<file path="src/rtl/spi_rx_buffer_if.sv">
// Bundle between the SPI receive buffer and its neighbours: the slave-side word
// strobe, the valid/ready output stream and the status outputs.
interface spi_rx_buffer_if #(
  parameter int DW    = 12,
  parameter int DEPTH = 8,
  parameter int CW    = 8
);
  logic                       rx_done;
  logic [DW-1:0]              rx_data;
  logic [DW-1:0]              out_data;
  logic                       out_valid;
  logic                       out_ready;
  logic [$clog2(DEPTH):0]     count;
  logic                       full;
  logic                       empty;
  logic                       overflow;
  logic [CW-1:0]              drop_cnt;
  logic                       clr_ovf;

  modport slave (
    input  rx_done, rx_data, out_ready, clr_ovf,
    output out_data, out_valid, count, full, empty, overflow, drop_cnt
  );

  modport master (
    output rx_done, rx_data, out_ready, clr_ovf,
    input  out_data, out_valid, count, full, empty, overflow, drop_cnt
  );
endinterface

</file>
<file path="src/rtl/spi_rx_buffer.sv">
// Synchronises the SPI slave word-complete flag into clk, captures each word once
// into a first-word-fall-through FIFO and reports occupancy and dropped words.
module spi_rx_buffer #(
  parameter int DW    = 12,
  parameter int DEPTH = 8,
  parameter int CW    = 8
) (
  input  logic           clk,
  input  logic           rst,
  spi_rx_buffer_if.slave bus
);
  localparam int AW    = $clog2(DEPTH);
  localparam int CNT_W = AW + 1;

  typedef enum logic [1:0] {
    ST_COLD,
    ST_WAIT_LOW,
    ST_ARMED
  } arm_state_t;

  arm_state_t     state, state_next;
  logic           s1, s2, s3;
  logic           arm, push_req, pop, push_ok, drop;
  logic [DW-1:0]  mem [DEPTH];
  logic [AW-1:0]  wr_ptr, rd_ptr;
  logic [CNT_W-1:0] count_q, count_next;
  logic           full_q, empty_q, ovf_q;
  logic [CW-1:0]  drop_q;

  always_ff @(posedge clk) begin
    if (rst) begin
      s1    <= 1'b0;
      s2    <= 1'b0;
      s3    <= 1'b0;
      state <= ST_COLD;
    end else begin
      s1    <= bus.rx_done;
      s2    <= s1;
      s3    <= s2;
      state <= state_next;
    end
  end

  // The flops hold reset zeros for the first cycle, so arming waits until a
  // genuinely sampled low has reached s2; a flag held across reset never pushes.
  always_comb begin
    state_next = state;
    arm        = 1'b0;
    case (state)
      ST_COLD:     state_next = ST_WAIT_LOW;
      ST_WAIT_LOW: if (!s1 && !s2) state_next = ST_ARMED;
      ST_ARMED:    arm = 1'b1;
      default:     state_next = ST_COLD;
    endcase
  end

  assign push_req = arm & s2 & ~s3;
  assign pop      = ~empty_q & bus.out_ready;
  assign push_ok  = push_req & (~full_q | pop);
  assign drop     = push_req & full_q & ~pop;

  always_comb begin
    count_next = count_q;
    case ({push_ok, pop})
      2'b10:   count_next = count_q + CNT_W'(1);
      2'b01:   count_next = count_q - CNT_W'(1);
      default: count_next = count_q;
    endcase
  end

  always_ff @(posedge clk) begin
    if (push_ok) mem[wr_ptr] <= bus.rx_data;
  end

  always_ff @(posedge clk) begin
    if (rst) begin
      wr_ptr  <= '0;
      rd_ptr  <= '0;
      count_q <= '0;
      full_q  <= 1'b0;
      empty_q <= 1'b1;
    end else begin
      if (push_ok) wr_ptr <= wr_ptr + AW'(1);
      if (pop)     rd_ptr <= rd_ptr + AW'(1);
      count_q <= count_next;
      full_q  <= (count_next == CNT_W'(DEPTH));
      empty_q <= (count_next == '0);
    end
  end

  // A drop in the same cycle as a clear restarts the tally at one.
  always_ff @(posedge clk) begin
    if (rst) begin
      ovf_q  <= 1'b0;
      drop_q <= '0;
    end else if (drop) begin
      ovf_q <= 1'b1;
      if (bus.clr_ovf)      drop_q <= CW'(1);
      else if (drop_q != '1) drop_q <= drop_q + CW'(1);
    end else if (bus.clr_ovf) begin
      ovf_q  <= 1'b0;
      drop_q <= '0;
    end
  end

  assign bus.out_valid = ~empty_q;
  assign bus.out_data  = mem[rd_ptr];
  assign bus.count     = count_q;
  assign bus.full      = full_q;
  assign bus.empty     = empty_q;
  assign bus.overflow  = ovf_q;
  assign bus.drop_cnt  = drop_q;
endmodule
</file>
<file path="src/flat_wrapper.sv">
// flat-port wrapper written by rule: the top's interface ports become plain ports
module spi_rx_buffer_flat 
#(
  parameter int DW    = 12,
  parameter int DEPTH = 8,
  parameter int CW    = 8
)
  (clk, rst, bus_rx_done, bus_rx_data, bus_out_ready, bus_clr_ovf, bus_out_data, bus_out_valid, bus_count, bus_full, bus_empty, bus_overflow, bus_drop_cnt);
  spi_rx_buffer_if #(.DW(DW), .DEPTH(DEPTH), .CW(CW)) bus_i ();
  input  logic clk;
  input  logic rst;
  input wire logic [$bits(bus_i.rx_done)-1:0] bus_rx_done;
  input wire logic [$bits(bus_i.rx_data)-1:0] bus_rx_data;
  input wire logic [$bits(bus_i.out_ready)-1:0] bus_out_ready;
  input wire logic [$bits(bus_i.clr_ovf)-1:0] bus_clr_ovf;
  output wire logic [$bits(bus_i.out_data)-1:0] bus_out_data;
  output wire logic [$bits(bus_i.out_valid)-1:0] bus_out_valid;
  output wire logic [$bits(bus_i.count)-1:0] bus_count;
  output wire logic [$bits(bus_i.full)-1:0] bus_full;
  output wire logic [$bits(bus_i.empty)-1:0] bus_empty;
  output wire logic [$bits(bus_i.overflow)-1:0] bus_overflow;
  output wire logic [$bits(bus_i.drop_cnt)-1:0] bus_drop_cnt;
  assign bus_i.rx_done = bus_rx_done;
  assign bus_i.rx_data = bus_rx_data;
  assign bus_i.out_ready = bus_out_ready;
  assign bus_i.clr_ovf = bus_clr_ovf;
  assign bus_out_data = bus_i.out_data;
  assign bus_out_valid = bus_i.out_valid;
  assign bus_count = bus_i.count;
  assign bus_full = bus_i.full;
  assign bus_empty = bus_i.empty;
  assign bus_overflow = bus_i.overflow;
  assign bus_drop_cnt = bus_i.drop_cnt;
  spi_rx_buffer #(.DW(DW), .DEPTH(DEPTH), .CW(CW)) u_core (.clk(clk), .rst(rst), .bus(bus_i));
endmodule
</file>
<file path="config.mk">
export PLATFORM = sky130hd
export DESIGN_NAME = spi_rx_buffer_flat
export DESIGN_NICKNAME = d
export VERILOG_FILES = /design/src/rtl/spi_rx_buffer_if.sv /design/src/rtl/spi_rx_buffer.sv /design/src/flat_wrapper.sv
export SDC_FILE = /design/constraint.sdc
export NUM_CORES = 1
export LEC_CHECK = 0
export CORE_MARGIN = 8
export CORE_UTILIZATION = 45
export DETAILED_ROUTE_END_ITERATION = 10
export GPL_TIMING_DRIVEN = 0
export PLACE_DENSITY = 0.72
export SETUP_SLACK_MARGIN = 0.15
export SKIP_CTS_REPAIR_TIMING = 1
export SLEW_MARGIN = 10
export SYNTH_ARGS = -nofsm -noshare
export SYNTH_HDL_FRONTEND = slang
export SYNTH_SLANG_ARGS = --single-unit
export TNS_END_PERCENT = 5
</file>
<file path="constraint.sdc">
create_clock -name clk -period 2.5 [get_ports clk]
set_input_delay 0.5 -clock clk [delete_from_list [all_inputs] [get_ports clk]]
set_output_delay 0.5 -clock clk [all_outputs]
set_load 0.03 [all_outputs]
</file>
==> results of run 1 <==
cells in the mapped netlist (2+ instances only):
cell type  instances
edfxtp_1          96
dfxtp_1           29
mux4_2            24
nor2_1            16
mux2_2            13
nand2_1            9
nand2b_1           8
a21oi_1            7
ha_1               6
inv_1              5
nand3_1            5
nor2b_1            5
xor2_1             5
buf_2              4
mux2i_1            4
nor3_1             4
and3_1             3
clkbuf_1           3
o21ai_0            3
o41ai_1            3
a211oi_1           2
and2_1             2
buf_1              2
nand3b_1           2
nor3b_1            2
o21bai_1           2
o311ai_0           2
or2_1              2
or3_1              2
xnor2_1            2
layout make-up:
type                            count  area (µm²)  area share
Sequential cell                   125        3470       0.529
Multi-Input combinational cell    151        1570       0.239
Timing Repair Buffer               56         592      0.0902
Clock buffer                       18         418      0.0637
Clock inverter                     14         206      0.0315
Tap cell                          140         175      0.0267
Buffer                             12         109      0.0166
Inverter                            6        25.0     0.00381
sequential cells by signal, summed over array words and instances, names as in the netlist, named ones only:
name	flops
u_core.mem	96
u_core.bus.drop_cnt	8
u_core.bus.count	4
u_core.rd_ptr	3
u_core.wr_ptr	3
u_core.state	2
u_core.bus.empty	1
u_core.bus.full	1
u_core.bus.overflow	1
u_core.s1	1
u_core.s2	1
u_core.s3	1
critical path, delay by kind of cell, from the launching register on:
| kind | cells | cell delay [ps] |
|---|---|---|
| multiplexers | 2 | 810 |
| buffers and inverters | 3 | 460 |
| flip-flops | 1 | 330 |
worst min path at each step:
stage	startpoint	endpoint	slack [ps]
CTS	u_core.s1	u_core.s2	470
global route	u_core.state[1]	u_core.state[0]	460
finish	u_core.state[1]	u_core.state[0]	440
detailed placement	u_core.s1	u_core.s2	460
floorplan	u_core.state[1]	u_core.state[0]	430
global placement	u_core.state[1]	u_core.state[0]	450
logic make-up after synthesis:
logic type      Yosys count  share of synthesized area
flops                   125                      0.692
xor+xnor                  7                     0.0123
fa+ha+maj                 6                     0.0150
compound gates           29                     0.0415
mux                      41                      0.145
simple gates             68                     0.0770
buf+inv                  18                     0.0170
power by group through the flow:
stage	Combinational (mW)	Clock, mW	Sequential (mW)
2_1_floorplan	0.0622	0	2.29
3_3_place_gp	0.128	0	2.29
3_5_place_dp	0.133	0	2.29
4_1_cts	0.134	2.60	2.25
5_1_grt	0.159	2.69	2.25
6_report	0.147	2.56	2.25
per-layer routing:
metal | global-route usage | vias to the layer above | wire (µm) | share of wire
met2 | 0.238 | 94 | 5240 | 0.51
li1 | - | 1313 | - | -
met1 | 0.161 | 1401 | 4260 | 0.41
met3 | 0.0563 | 13 | 606 | 0.059
met5 | 0 | - | 0 | 0
met4 | 0.0640 | 0 | 193 | 0.019
==> impl_metrics.ini, run 1 <==
[run_status]
outcome = complete, but fails checks
violations = negative setup slack

[die]
io_pins = 45
die_h_um = 121
fp-row-count = 38
die_w_um = 121
die_area_um2 = 14800
initial_core_util = 0.462
coreArea_um2 = 10800

[global_route]
grt_usage = 0.144
grt_pass1_wl_um = 15800
antenna_found_initial = 0
grt_start_max_net_pins = 17
grt_pass1_vias = 2947
grt-ovfl-total = 0

[final_layout]
n_antenna_cell = 0
area_growth_pct = 31.2
drive_gt1_frac = 0.325
final_area_um2 = 6560
final_cells = 522
num-fill-cells = 800
final_core_util = 0.605
nets = 392
final_cell_mix = edfxtp_1, clkdlybuf4s50_1, dfxtp_1, mux4_2, clkbuf_16
final_common_cell = edfxtp_1

[pwr]
power.switching_uw = 999
p_leak_nw = 2.20
combPwrFrac = 0.030
intPower_mw = 3.96
cellPowerDensity_nw_per_um2 = 755
peakVddDrop_mv = 0.410
pwr-share-clk = 0.516
p_sw_frac = 0.201
p_seq_frac = 0.454
finalPower_mw = 4.96

[clock_network]
cts_tree = done
clk_pin_slew_ps = 60
numCtsBuffers = 17
root_buffer = clkbuf_8
htreeDepth = 4
insertion_delay_ps = 520
clkSinkCount = 125
clock_path_buffers = 2

[critical_path]
cp_slowest_cell = mux4_2
worstSetupEndpoint = bus_out_data[8]
path_class = reg -> out
required_ps = 2000
cp.arrival_ps = 2120
startpoint_type = register
cp_max_fo = 6
r2r_cells = 9
slowest_delay_ps = 520
r2r-start = u_core.state[0]
r2r_end = u_core.bus.empty
reg2reg_slack_ps = 150
path_cells = buf_8 > clkbuf_16 > mux4_2 > mux2_2 > buf_6
critPathCaptureType = output pin

[placement]
placed_area_um2 = 5730
place.gp.congestion = 0.846
dp.cells = 483
portBuffers = 44
pre_cts_slack_ps = -671
dp.final_hpwl_um = 6470

[routing]
ant_nets = 0
firstDrtPassIters = 4
via_count = 2821
wl_per_cell_um = 19.7
drtIter0Drc = 221
wirelength_um = 10300
drc = 0
viasPerCell = 5.40

[flow_run]
drv_cap = 0

[logic_synthesis]
ys_seq_elements = 125
async_flop_share = 0
syn_avg_cell_area_um2 = 17.0
synth_edf_count = 96
synthesis.nets = 317
ys_seq_area_frac = 0.692
synth_top_area_cell = edfxtp_1
ys.flop_type = edfxtp_1
synth_cell_types = 52
netlist_area_um2 = 5000
synth_top_area_share = 0.576
yosys-top-cells-area = edfxtp_1, dfxtp_1, mux4_2
synthCells = 294
synth_warnings = 0

[timing]
fin_skew_ps = 9.59
setup_viol = 12
worst_pin_slew_ps = 788
slew_violations = 0
min_period_ps = 2620
hold_viol = 0
slew_headroom = 0.474
max_freq_ghz = 0.382
layout_setup_ws_ps = -120
rsz0062_at_grt = yes
whs_ps = 438
fin_crit_sh = 1.05
fin_setup_tns_ps = -938

[worst_hold_path]
holdPathStages = 1
hp-class = reg -> reg
Power figures use the tool's default switching activity.
==> run 2: changes to the inputs <==
==> constraint.sdc (replaced) <==
create_clock -name clk -period 2.5 [get_ports clk]
set_input_delay 0.25 -clock clk [delete_from_list [all_inputs] [get_ports clk]]
set_output_delay 0.25 -clock clk [all_outputs]
set_load 0.03 [all_outputs]
==> run 2 against run 1 <==
- the flow now finishes without violations
- clock skew shrank 2.1 ps
- count of clock-buffer cells in the layout is the same
- die area is the same
- total power shrank 7.3%
- sequential power is essentially flat
- global-route usage shrank 0.28 points
- worst hold slack lost 140 ps
- register-to-register slack lost 140 ps
- maximum frequency grew 5.1%
- setup slack gained 130 ps
- critical path type is now reg -> reg
==> impl_metrics.ini, run 2 (synthesis gave the netlist of run 1 again) <==
[run_status]
outcome = finished clean

[final_layout]
n_antenna_cell = 0
num-fill-cells = 844
final_cell_mix = edfxtp_1, clkdlybuf4s50_1, dfxtp_1, mux4_2, clkbuf_16
final_core_util = 0.588
multi_input_area_um2 = 1540
drive_gt1_frac = 0.299
area_growth_pct = 27.3
seqCellArea_um2 = 3470
nets = 388
largest_register_ffs = 96
final_area_um2 = 6370
final_common_cell = edfxtp_1
top_register = u_core.mem

[pwr]
p_leak_nw = 2.15
finalPower_mw = 4.59
cellPowerDensity_nw_per_um2 = 721
peakVddDrop_mv = 0.418

[routing]
drc = 0
drtIter0Drc = 216
viasPerCell = 5.44
ant_nets = 0
firstDrtPassIters = 4
via_count = 2816
wl_per_cell_um = 19.1
wirelength_um = 9900

[clock_network]
clk_pin_slew_ps = 60
clock_path_buffers = 2
htreeDepth = 4
numCtsBuffers = 17
clkSinkCount = 125
cts_tree = done
root_buffer = clkbuf_8
insertion_delay_ps = 510

[critical_path]
cp_top_family = simple AND/OR/NAND/NOR gates
path_buf_inv = 3
cp_max_fo = 7
slowest_delay_ps = 580
startpoint_type = register
path_class = reg -> reg
required_ps = 2720
path_cells = and4bb_4 > o21ai_4 > buf_4 > buf_4 > or2_1 > nor3_2 > buf_6
cp_slowest_cell = nor3_2
critPathCaptureType = register
cpMostUsedCell = buf_4
cp.arrival_ps = 2710

[timing]
rsz0062_at_grt = yes
min_period_ps = 2490
layout_setup_ws_ps = 7.31
fin_skew_ps = 7.50
whs_ps = 294
slew_violations = 0
slew_headroom = 0.447
fin_crit_sh = 0.997
worst_pin_slew_ps = 828
max_freq_ghz = 0.401
hold_viol = 0
setup_viol = 0

[die]
fp-row-count = 38
coreArea_um2 = 10800
die_area_um2 = 14800
die_h_um = 121
die_w_um = 121
initial_core_util = 0.462
io_pins = 45

[placement]
dp.final_hpwl_um = 6340
portBuffers = 44
pre_cts_slack_ps = -454
place.gp.congestion = 0.805
placed_area_um2 = 5740

[global_route]
use_met3 = 0.0610
gr-max-usage-layer = met2
grt_usage = 0.141
antenna_found_initial = 0
grt-ovfl-total = 0
grt_pass1_wl_um = 15500
grt_pass1_vias = 2985
use_met2 = 0.223
grt_start_max_net_pins = 17
met1_usage = 0.167

[flow_run]
drv_cap = 0

[worst_hold_path]
hp-class = in -> reg
## run 2: area by class of cell
class	instances	share of cell area
Buffer	12	0.0161
Clock buffer	18	0.0656
Clock inverter	14	0.0192
Inverter	6	0.00353
Multi-Input combinational cell	151	0.242
Sequential cell	125	0.545
Tap cell	140	0.0275
Timing Repair Buffer	52	0.0817
## run 2: final timing paths
check                        from          endpoint  slack (ps)  cells after the start
setup reg to reg  u_core.state[0]  u_core.mem[4][3]           7                      7
hold reg to reg   u_core.state[1]   u_core.state[0]         450                      1
hold / removal        bus_rx_done         u_core.s1         290                      2
setup / recovery  u_core.state[0]  u_core.mem[4][3]           7                      7
## run 2: where the power goes
part / switching, mW / internal, mW
Sequential: 0.00799 / 2.24
Clock: 0.890 / 1.31
Combinational: 0.0713 / 0.0674
Total: 0.970 / 3.62
## run 2: per-layer routing
layer,wire [µm],up-vias
met5,0,-
met4,128,0
met3,694,16
met2,4790,85
li1,-,1307
met1,4290,1408
## run 2: worst register-to-register path: cells and delay by family (launching register included)
family | cells | cell delay (ps)
buf+inv | 3 | 540
simple gates | 3 | 1240
compound gates | 1 | 80
flops | 1 | 330
## run 2: per-stage QoR
stage          instances  setup TNS (ps)
2_1_floorplan        294               0
3_3_place_gp         478          -53370
3_5_place_dp         483          -12890
4_1_cts              515           -8670
5_1_grt              518           -1870
6_report             518               0
